File: config.mk
export PLATFORM = sky130hd
export DESIGN_NAME = vram_slot_arbiter
export DESIGN_NICKNAME = d
export VERILOG_FILES = /design/src/rtl/vram_slot_arbiter.sv
export SDC_FILE = /design/constraint.sdc
export NUM_CORES = 1
export LEC_CHECK = 0
export CAP_MARGIN = 20
export CORE_MARGIN = 8
export CORE_UTILIZATION = 49
export CTS_BUF_LIST = sky130_fd_sc_hd__clkbuf_16
export CTS_CLUSTER_SIZE = 10
export DETAILED_ROUTE_END_ITERATION = 10
export GPL_ROUTABILITY_DRIVEN = 0
export PLACE_DENSITY_LB_ADDON = 0.2
export SYNTH_ARGS = -nofsm -noshare
export SYNTH_HDL_FRONTEND = slang
export SYNTH_SLANG_ARGS = --single-unit
File: constraint.sdc
create_clock -name clk100 -period 2.9 [get_ports clk100]
set_clock_uncertainty 0.05 [all_clocks]
set_input_delay 0.87 -clock clk100 [delete_from_list [all_inputs] [get_ports clk100]]
set_output_delay 0.87 -clock clk100 [all_outputs]
set_load 0.02 [all_outputs]
File: src/rtl/vram_slot_arbiter.sv
// Time-slot arbiter sharing one video RAM between the video fetch clients and the CPU.
// One access is issued per MCKR slot, and its read data is returned to the client that owns the slot.
module vram_slot_arbiter #(
  parameter int AW       = 14,
  parameter int DW       = 16,
  parameter int RD_LAT   = 2,
  parameter int MAX_WAIT = 64
) (
  input  logic          clk100,
  input  logic          rst,
  input  logic          mckr_en,
  input  logic [2:0]    vrac,
  input  logic [AW-1:0] pf_addr,
  input  logic [AW-1:0] mo_addr,
  input  logic [AW-1:0] an_addr,
  input  logic          cpu_req,
  input  logic          cpu_we,
  input  logic [AW-1:0] cpu_addr,
  input  logic [DW-1:0] cpu_wdata,
  output logic          cpu_ack,
  output logic [DW-1:0] cpu_rdata,
  output logic          vid_valid,
  output logic [1:0]    vid_client,
  output logic [DW-1:0] vid_data,
  output logic          ram_en,
  output logic          ram_we,
  output logic [AW-1:0] ram_addr,
  output logic [DW-1:0] ram_wdata,
  input  logic [DW-1:0] ram_rdata,
  output logic          cpu_starve
);

  localparam logic [1:0] S_IDLE  = 2'd0;
  localparam logic [1:0] S_WAIT  = 2'd1;
  localparam logic [1:0] S_ISSUE = 2'd2;
  localparam logic [1:0] S_DONE  = 2'd3;

  localparam int             LCW       = 4;
  localparam logic [LCW-1:0] LAT_INIT  = LCW'(RD_LAT);
  localparam int             WCW       = $clog2(MAX_WAIT + 1);
  localparam logic [WCW-1:0] WAIT_MAX  = WCW'(MAX_WAIT);
  localparam logic [WCW-1:0] WAIT_LAST = WCW'(MAX_WAIT - 1);

  logic [1:0]     state;
  logic           req_we;
  logic [AW-1:0]  req_addr;
  logic [DW-1:0]  req_wdata;
  logic [WCW-1:0] wait_cnt;

  logic           busy;
  logic [LCW-1:0] lat_cnt;
  logic           fl_cpu;
  logic           fl_we;
  logic [1:0]     fl_client;

  logic           slot_video;
  logic [1:0]     slot_client;
  logic [AW-1:0]  video_addr;
  logic           slot_take;
  logic           cpu_grant;
  logic           complete;

  // Codes 3..7 and unknown codes all fall to the default branch and count as free slots.
  always_comb begin
    slot_video  = 1'b0;
    slot_client = 2'd0;
    video_addr  = pf_addr;
    case (vrac)
      3'd0: begin slot_video = 1'b1; slot_client = 2'd0; video_addr = pf_addr; end
      3'd1: begin slot_video = 1'b1; slot_client = 2'd1; video_addr = mo_addr; end
      3'd2: begin slot_video = 1'b1; slot_client = 2'd2; video_addr = an_addr; end
      default: ;
    endcase
  end

  assign slot_take = mckr_en && !busy;
  assign cpu_grant = slot_take && !slot_video && (state == S_WAIT) && cpu_req;
  assign complete  = busy && (lat_cnt == '0);

  // Single in-flight access: issue, count down the read latency, then steer the data.
  always_ff @(posedge clk100) begin
    if (rst) begin
      ram_en     <= 1'b0;
      ram_we     <= 1'b0;
      ram_addr   <= '0;
      ram_wdata  <= '0;
      vid_valid  <= 1'b0;
      vid_client <= 2'd0;
      vid_data   <= '0;
      cpu_ack    <= 1'b0;
      cpu_rdata  <= '0;
      busy       <= 1'b0;
      lat_cnt    <= '0;
      fl_cpu     <= 1'b0;
      fl_we      <= 1'b0;
      fl_client  <= 2'd0;
    end else begin
      ram_en    <= 1'b0;
      ram_we    <= 1'b0;
      vid_valid <= 1'b0;
      cpu_ack   <= 1'b0;
      if (slot_take && slot_video) begin
        ram_en    <= 1'b1;
        ram_addr  <= video_addr;
        busy      <= 1'b1;
        lat_cnt   <= LAT_INIT;
        fl_cpu    <= 1'b0;
        fl_we     <= 1'b0;
        fl_client <= slot_client;
      end else if (cpu_grant) begin
        ram_en   <= 1'b1;
        ram_we   <= req_we;
        ram_addr <= req_addr;
        if (req_we) ram_wdata <= req_wdata;
        busy     <= 1'b1;
        lat_cnt  <= LAT_INIT;
        fl_cpu   <= 1'b1;
        fl_we    <= req_we;
      end else if (complete) begin
        busy <= 1'b0;
        if (fl_cpu) begin
          cpu_ack <= 1'b1;
          if (!fl_we) cpu_rdata <= ram_rdata;
        end else begin
          vid_valid  <= 1'b1;
          vid_client <= fl_client;
          vid_data   <= ram_rdata;
        end
      end else if (busy) begin
        lat_cnt <= lat_cnt - 1'b1;
      end
    end
  end

  // CPU request FSM; the wait counter only advances on video slots seen while waiting.
  always_ff @(posedge clk100) begin
    if (rst) begin
      state      <= S_IDLE;
      req_we     <= 1'b0;
      req_addr   <= '0;
      req_wdata  <= '0;
      wait_cnt   <= '0;
      cpu_starve <= 1'b0;
    end else begin
      case (state)
        S_IDLE: begin
          if (cpu_req) begin
            req_we    <= cpu_we;
            req_addr  <= cpu_addr;
            req_wdata <= cpu_wdata;
            wait_cnt  <= '0;
            state     <= S_WAIT;
          end
        end
        S_WAIT: begin
          if (!cpu_req) begin
            state <= S_IDLE;
          end else if (cpu_grant) begin
            state <= S_ISSUE;
          end else if (mckr_en && slot_video && (wait_cnt != WAIT_MAX)) begin
            wait_cnt <= wait_cnt + 1'b1;
            if (wait_cnt == WAIT_LAST) cpu_starve <= 1'b1;
          end
        end
        S_ISSUE: begin
          if (complete && fl_cpu) state <= S_DONE;
        end
        S_DONE: begin
          if (!cpu_req) state <= S_IDLE;
        end
        default: state <= S_IDLE;
      endcase
    end
  end

endmodule
==> flow_metrics.py, run 1 <==
metrics = {
    "synthesis": {
        "synth_area_leader_cell": "dfxtp_1",
        "ys_ff_latch": 118,
        "yosys_warnings": 0,
        "postSynthAreaPerCell_um2": 8.509,
        "yosys-top-cells-area": "dfxtp_1 (49%), nand2_1 (12%), a21oi_1 (8.4%)",
        "synthDistinctLibCells": 53,
        "synth.area.mux_share_pct": 4.806,
        "synth-compound-area-share_pct": 17.72,
        "async_flop_share_pct": 0,
        "yosys.area_share.adder_pct": 1.039,
        "synth_area_mm2": 0.004816,
        "synthXorXnorAreaFrac_pct": 0.3637,
        "syn_nets": 666,
        "synth_top_cell_area_share_pct": 49.05,
        "synth_top_family_by_area": "simple AND/OR/NAND/NOR gates",
        "synthCells": 566,
        "synth-edff-count": 0,
        "synthFlopType": "dfxtp_1",
        "yosysSeqAreaShare_pct": 49.05,
        "synthSimpleGateAreaFrac_pct": 22.29,
    },
    "power_and_ir_drop": {
        "p_comb_share_pct": 11.2,
        "intPower_mw": 3.279,
        "pwr-share-clk_pct": 49.0,
        "seqPwrFrac_pct": 39.8,
        "switchingPower_mw": 1.032,
        "switching_share_pct": 23.93,
        "p_per_area_mw_per_mm2": 599.3,
        "finalPower_mw": 4.311,
        "peakVddDrop_v": 0.0004703,
        "leakage_nw": 2.755,
    },
    "worst_setup_path": {
        "crit_family": "compound AO/OA/AOI/OAI gates",
        "crit_type": "in2reg",
        "cp_max_fo": 8,
        "crit_buf_inv": 2,
        "arrival_ns": 2.61,
        "cp-start-kind": "primary input",
        "critical-path-max-stage-delay_ns": 0.54,
        "required_ns": 3.16,
        "cpMaxStageDelayCell": "clkdlybuf4s50_1",
        "worstSetupEndpointType": "flip-flop",
        "path_cells": "clkdlybuf4s50_1, a21oi_2, buf_4, o21a_1, nand2_1, a31oi_1",
        "r2r_setup_slack_ns": 0.80,
    },
    "clocking": {
        "cts_inserted_buffers": 17,
        "cts.repair.resized": 0,
        "clockRootBuffer": "clkbuf_16",
        "post_cts_buffers": 0,
        "numClockSinks": 118,
        "holdBufCountCts": 0,
        "clock_path_buffers": 2,
        "clkTransAtPathRegs_ns": 0.05,
        "htreeDepth": 4,
        "clock_latency_ns": 0.40,
        "cts_tree": "yes",
    },
    "timing": {
        "tightest_slew_ns": 0.7835,
        "period_needed_ns": 2.344,
        "period_share_pct": 80.83,
        "fmax_mhz": 426.6,
        "finalHoldViolations": 0,
        "setup-tns-final_ns": 0,
        "grt_setup_unrepaired": "no",
        "relSlewSlack_pct": 47.77,
        "report.final.slew_viol_count": 0,
        "setup_viol": 0,
    },
    "routing": {
        "dr.pass1.iters": 6,
        "drt_wl_total_um": 14700,
        "vias": 4681,
        "drt_drc_violations_left": 0,
        "viasPerCell": 5.344,
        "ant_nets": 0,
        "wl_per_cell_um": 16.79,
        "first_iter_violations": 219,
    },
    "floorplanning": {
        "dieArea_mm2": 0.01326,
        "dieHeight_um": 115.1,
        "die_w_um": 115.1,
        "rows": 36,
        "io_pins": 165,
        "core_region_area_mm2": 0.009639,
        "start_util_pct": 49.96,
    },
    "place": {
        "dp_hpwl_um": 10660,
        "port_buffers": 164,
    },
    "cells_and_area": {
        "area_growth_pct": 49.36,
        "nNetsFinal": 831,
        "num-fill-cells": 716,
        "drive_gt1_share_pct": 9.690,
        "diodes": 0,
    },
    "global_routing": {
        "antenna_found_initial": 0,
        "grt_pass1_wl_um": 23430,
        "grt_use_total_pct": 22.20,
        "grt_max_degree": 62,
        "first_global_vias": 4774,
        "grt-ovfl-total": 0,
    },
    "job": {
        "max_cap_viol_count": 0,
    },
    "run_status": {
        "status": "completed",
    },
    "worst_hold_path": {
        "min_path_type": "reg2reg",
    },
}
-- kinds of logic (layout without fill, tap and decap cells) --
| logic type | count (synthesis) | in the layout |
|---|---|---|
| adder cells (fa/ha/maj) | 4 | 4 |
| AO/OA/AOI/OAI | 137 | 137 |
| AND/OR/NAND/NOR | 238 | 238 |
| XOR/XNOR | 2 | 2 |
| multiplexers | 23 | 23 |
| flip-flops | 118 | 118 |
| buffers and inverters | 44 | 221 |
-- layout by cell type, fill, tap and decap left out, types with 2 or more instances in the layout --
cell type	Yosys	layout
o21ai_0	2	2
a22o_1	13	13
inv_6	0	3
and3b_1	3	3
nand3_1	11	11
nor2b_1	5	5
clkinvlp_4	0	3
ha_1	4	4
or3_1	3	3
or3b_2	2	2
bufinv_16	0	3
dfxtp_1	118	118
buf_12	0	2
clkinv_2	0	2
inv_1	7	7
o31ai_1	6	6
nor3b_2	1	2
and3_1	3	3
a21oi_1	81	81
clkdlybuf4s50_1	0	163
nand2_1	158	158
mux2i_1	22	22
nor3_1	5	5
clkbuf_16	0	17
buf_4	4	18
nand2b_1	3	3
o21ai_2	4	4
clkinv_4	0	3
a31oi_1	10	10
a22oi_1	8	8
a221oi_1	5	5
nor2_1	30	30
-- cell usage after synthesis, drive strengths merged (2+ instances only) --
cell,count
mux2i,22
nor2,30
o31ai,6
clkbuf,18
a22o,13
inv,7
ha,4
or3,4
a221oi,5
nand3,11
buf,19
nand2b,3
o21ai,6
nor2b,5
a22oi,8
nor3b,2
nand2,158
a31oi,10
nand4,2
a21oi,82
or3b,2
and3,4
and3b,3
dfxtp,118
nor3,5
-- per-stage QoR --
stage	utilization [%]	instances	hold WS, ns	instance area [um^2]	setup WS (ns)
floorplan	-	566	0.3816	4816	0.8906
detailed placement	68.39	845	0.3971	6593	0.2232
finish	74.62	876	0.4015	7193	0.5559
global route	74.62	876	0.4239	7193	0.4792
global placement	68.39	845	0.3853	6593	0.3009
CTS	74.62	876	0.4046	7193	0.5739
-- state kept, by name, summed over array words and instances (netlist names), 2 cells and up, named ones only --
| name | cells |
|---|---|
| lat_cnt | 4 |
| req_addr | 14 |
| req_wdata | 16 |
| cpu_rdata | 16 |
| ram_addr | 14 |
| wait_cnt | 7 |
| fl_client | 2 |
| ram_wdata | 16 |
| vid_data | 16 |
| vid_client | 2 |
-- cell type report --
| cell class | instances | area, um^2 | share of cell area (%) |
|---|---|---|---|
| Clock buffer | 17 | 425.4 | 5.914 |
| Clock inverter | 14 | 175.2 | 2.435 |
| Inverter | 7 | 26.28 | 0.3653 |
| Multi-Input combinational cell | 404 | 2231 | 31.01 |
| Sequential cell | 118 | 2362 | 32.84 |
| Tap cell | 133 | 166.4 | 2.313 |
| Timing Repair Buffer | 183 | 1807 | 25.12 |
-- worst min-delay path, delay by kind of cell, from the launching register on --
kind	cells	cell delay, ns
AND/OR/NAND/NOR	1	0.05
AO/OA/AOI/OAI	1	0.05
flip-flops	1	0.30
-- worst paths after layout --
kind,endpoint,start,cells past startpoint
setup / recovery,ram_addr[6],vrac[0],6
hold / removal,vid_data[6],vid_data[6],2
setup reg to reg,cpu_rdata[8],lat_cnt[0],7
hold reg to reg,vid_data[6],vid_data[6],2
-- power by group through the flow --
stage / registers, mW / logic [mW] / clock network, mW
floorplan: 1.77 / 0.206 / 0
global placement: 1.75 / 0.464 / 0
detailed placement: 1.75 / 0.477 / 0
CTS: 1.72 / 0.481 / 2.13
global route: 1.72 / 0.520 / 2.22
finish: 1.72 / 0.481 / 2.11
-- layer usage --
layer	share of wire (%)	GRT usage (%)	wire, um
met2	51	38.66	7462
met5	0	0	0
met4	2.2	8.406	323
met3	7.2	5.987	1066
met1	40	25.38	5852
(Power assumes the default switching activity.)
==> run 2: changes to the inputs <==
- CORE_UTILIZATION: 49 -> 45
- clock period: 2.9 -> 2.4 ns (I/O delays scaled with it)
==> run 2 against run 1 <==
Combinational power grew 24%. Register-to-register slack lost 0.18 ns. Clock-buffer cell count did not move. Sequential cell count unchanged. First-iteration DRC count up 85%. Sequential power up 20%. Clock power increased by 27%. Via count is 1.3% lower. Global-route usage decreased by 2.3 points. Hold slack lost 0.0017 ns. Sequential share of layout area decreased by 0.60 points.
==> flow_metrics.py, run 2 (synthesized netlist as in run 1, its figures left out) <==
metrics = {
    "run_status": {
        "status": "completed",
    },
    "clocking": {
        "holdBufCountCts": 0,
        "cts_inserted_buffers": 17,
        "htreeDepth": 4,
        "clock_latency_ns": 0.40,
        "cts.repair.resized": 0,
        "clockRootBuffer": "clkbuf_16",
        "clkTransAtPathRegs_ns": 0.06,
        "cts_tree": "yes",
        "clock_path_buffers": 2,
        "numClockSinks": 118,
        "post_cts_buffers": 0,
    },
    "worst_setup_path": {
        "required_ns": 2.65,
        "r2r_setup_slack_ns": 0.62,
        "cp_max_fo": 6,
        "r2r_end": "vid_data[1]",
        "worstSetupEndpointType": "flip-flop",
        "cp-start-kind": "primary input",
        "crit_type": "in2reg",
        "arrival_ns": 2.43,
        "r2r_start": "lat_cnt[0]",
        "worst-r2r-cell-count": 7,
    },
    "floorplanning": {
        "dieArea_mm2": 0.01427,
        "start_util_pct": 46.44,
        "rows": 37,
        "dieHeight_um": 119.5,
        "core_region_area_mm2": 0.01037,
        "io_pins": 165,
        "die_w_um": 119.5,
    },
    "worst_hold_path": {
        "hold_start": "req_wdata[3]",
        "min_to": "ram_wdata[3]",
        "whs_path_depth": 2,
        "min_path_type": "reg2reg",
    },
    "cells_and_area": {
        "drive_gt1_share_pct": 11.11,
        "final_cell_mix": "clkdlybuf4s50_1 (163), nand2_1 (158), dfxtp_1 (118), a21oi_1 (81), nor2_1 (30)",
        "final_common_cell": "clkdlybuf4s50_1",
        "multiInputGateArea_mm2": 0.002231,
        "area_growth_pct": 52.14,
        "nNetsFinal": 843,
        "num-fill-cells": 819,
        "layout.area.seq_mm2": 0.002362,
        "fin_area_mm2": 0.007327,
        "diodes": 0,
    },
    "timing": {
        "fin_ws_ns": 0.2203,
        "tightest_slew_ns": 0.4173,
        "grt_setup_unrepaired": "no",
        "period_share_pct": 90.82,
        "setup-tns-final_ns": 0,
        "report.final.slew_viol_count": 0,
        "relSlewSlack_pct": 71.88,
        "whs_ns": 0.3998,
        "fmax_mhz": 458.8,
        "period_needed_ns": 2.180,
        "finalHoldViolations": 0,
        "setup_viol": 0,
    },
    "power_and_ir_drop": {
        "p_per_area_mw_per_mm2": 728.9,
        "leakage_nw": 2.828,
        "peakVddDrop_v": 0.0005046,
        "finalPower_mw": 5.341,
    },
    "place": {
        "place_ws_ns": -0.1543,
        "place_area_mm2": 0.006699,
        "dp_hpwl_um": 10520,
        "port_buffers": 164,
    },
    "routing": {
        "viasPerCell": 5.177,
        "wl_per_cell_um": 16.02,
        "ant_nets": 0,
        "dr.pass1.iters": 7,
        "wl_met3_um": 915,
        "drt_wl_total_um": 14290,
        "vias": 4618,
        "met2_length_um": 7301,
        "drt_drc_violations_left": 0,
        "topRoutingLayerUsed": "met4",
        "routedLengthMet1_um": 5939,
        "first_iter_violations": 406,
    },
    "global_routing": {
        "grt_use_total_pct": 19.92,
        "first_global_vias": 4698,
        "grt_max_degree": 61,
        "grt_pass1_wl_um": 23210,
        "grt-ovfl-total": 0,
        "antenna_found_initial": 0,
    },
    "job": {
        "max_cap_viol_count": 0,
    },
}
## run 2: changes by cell type in the layout (fill, tap and decap cells not counted), sizes merged
cell	before	now
buf	20	32
clkinv	5	3
bufinv	3	4
clkinvlp	3	4
inv	10	11
## run 2: worst max path at each step
stage	slack [ns]	endpoint	start
final	0.22	ram_addr[3]	vrac[0]
after global routing	0.20	ram_wdata[14]	ram_wdata[14]
after CTS	0.23	ram_wdata[12]	ram_wdata[12]
after detailed placement	-0.15	ram_addr[3]	vrac[0]
after global placement	0.005	ram_addr[9]	vrac[0]
after floorplan	0.54	fl_we	vrac[0]
## run 2: metrics by stage
stage,std cells,utilization [%]
2_1_floorplan,566,-
3_3_place_gp,860,64.60
3_5_place_dp,860,64.60
4_1_cts,892,70.66
5_1_grt,892,70.66
6_report,892,70.66
## run 2: power by group
part | total, mW | switching, mW | internal (mW) | leakage (nW)
clock | 2.67 | 0.929 | 1.74 | 0.298
sequential | 2.07 | 0.0418 | 2.03 | 0.959
combinational | 0.596 | 0.284 | 0.312 | 1.57
## run 2: metal layers
| metal | track usage (%) | vias up |
|---|---|---|
| met5 | 0 | - |
| met1 | 22.32 | 2172 |
| met2 | 35.03 | 130 |
| met3 | 6.708 | 12 |
| li1 | - | 2304 |
| met4 | 5.855 | 0 |
## run 2: layout make-up
type | count | share of cell area [%]
Sequential cell | 118 | 32.24
Multi-Input combinational cell | 404 | 30.45
Timing Repair Buffer | 195 | 26.06
Clock buffer | 17 | 5.806
Clock inverter | 15 | 2.766
Tap cell | 136 | 2.322
Inverter | 7 | 0.3586
## run 2: critical path, cell delays in order
cell and delay [ns]:
clkdlybuf4s50_1 0.62, buf_4 0.20, nor2b_1 0.36, a22o_1 0.20, a221oi_1 0.08, o31ai_1 0.25
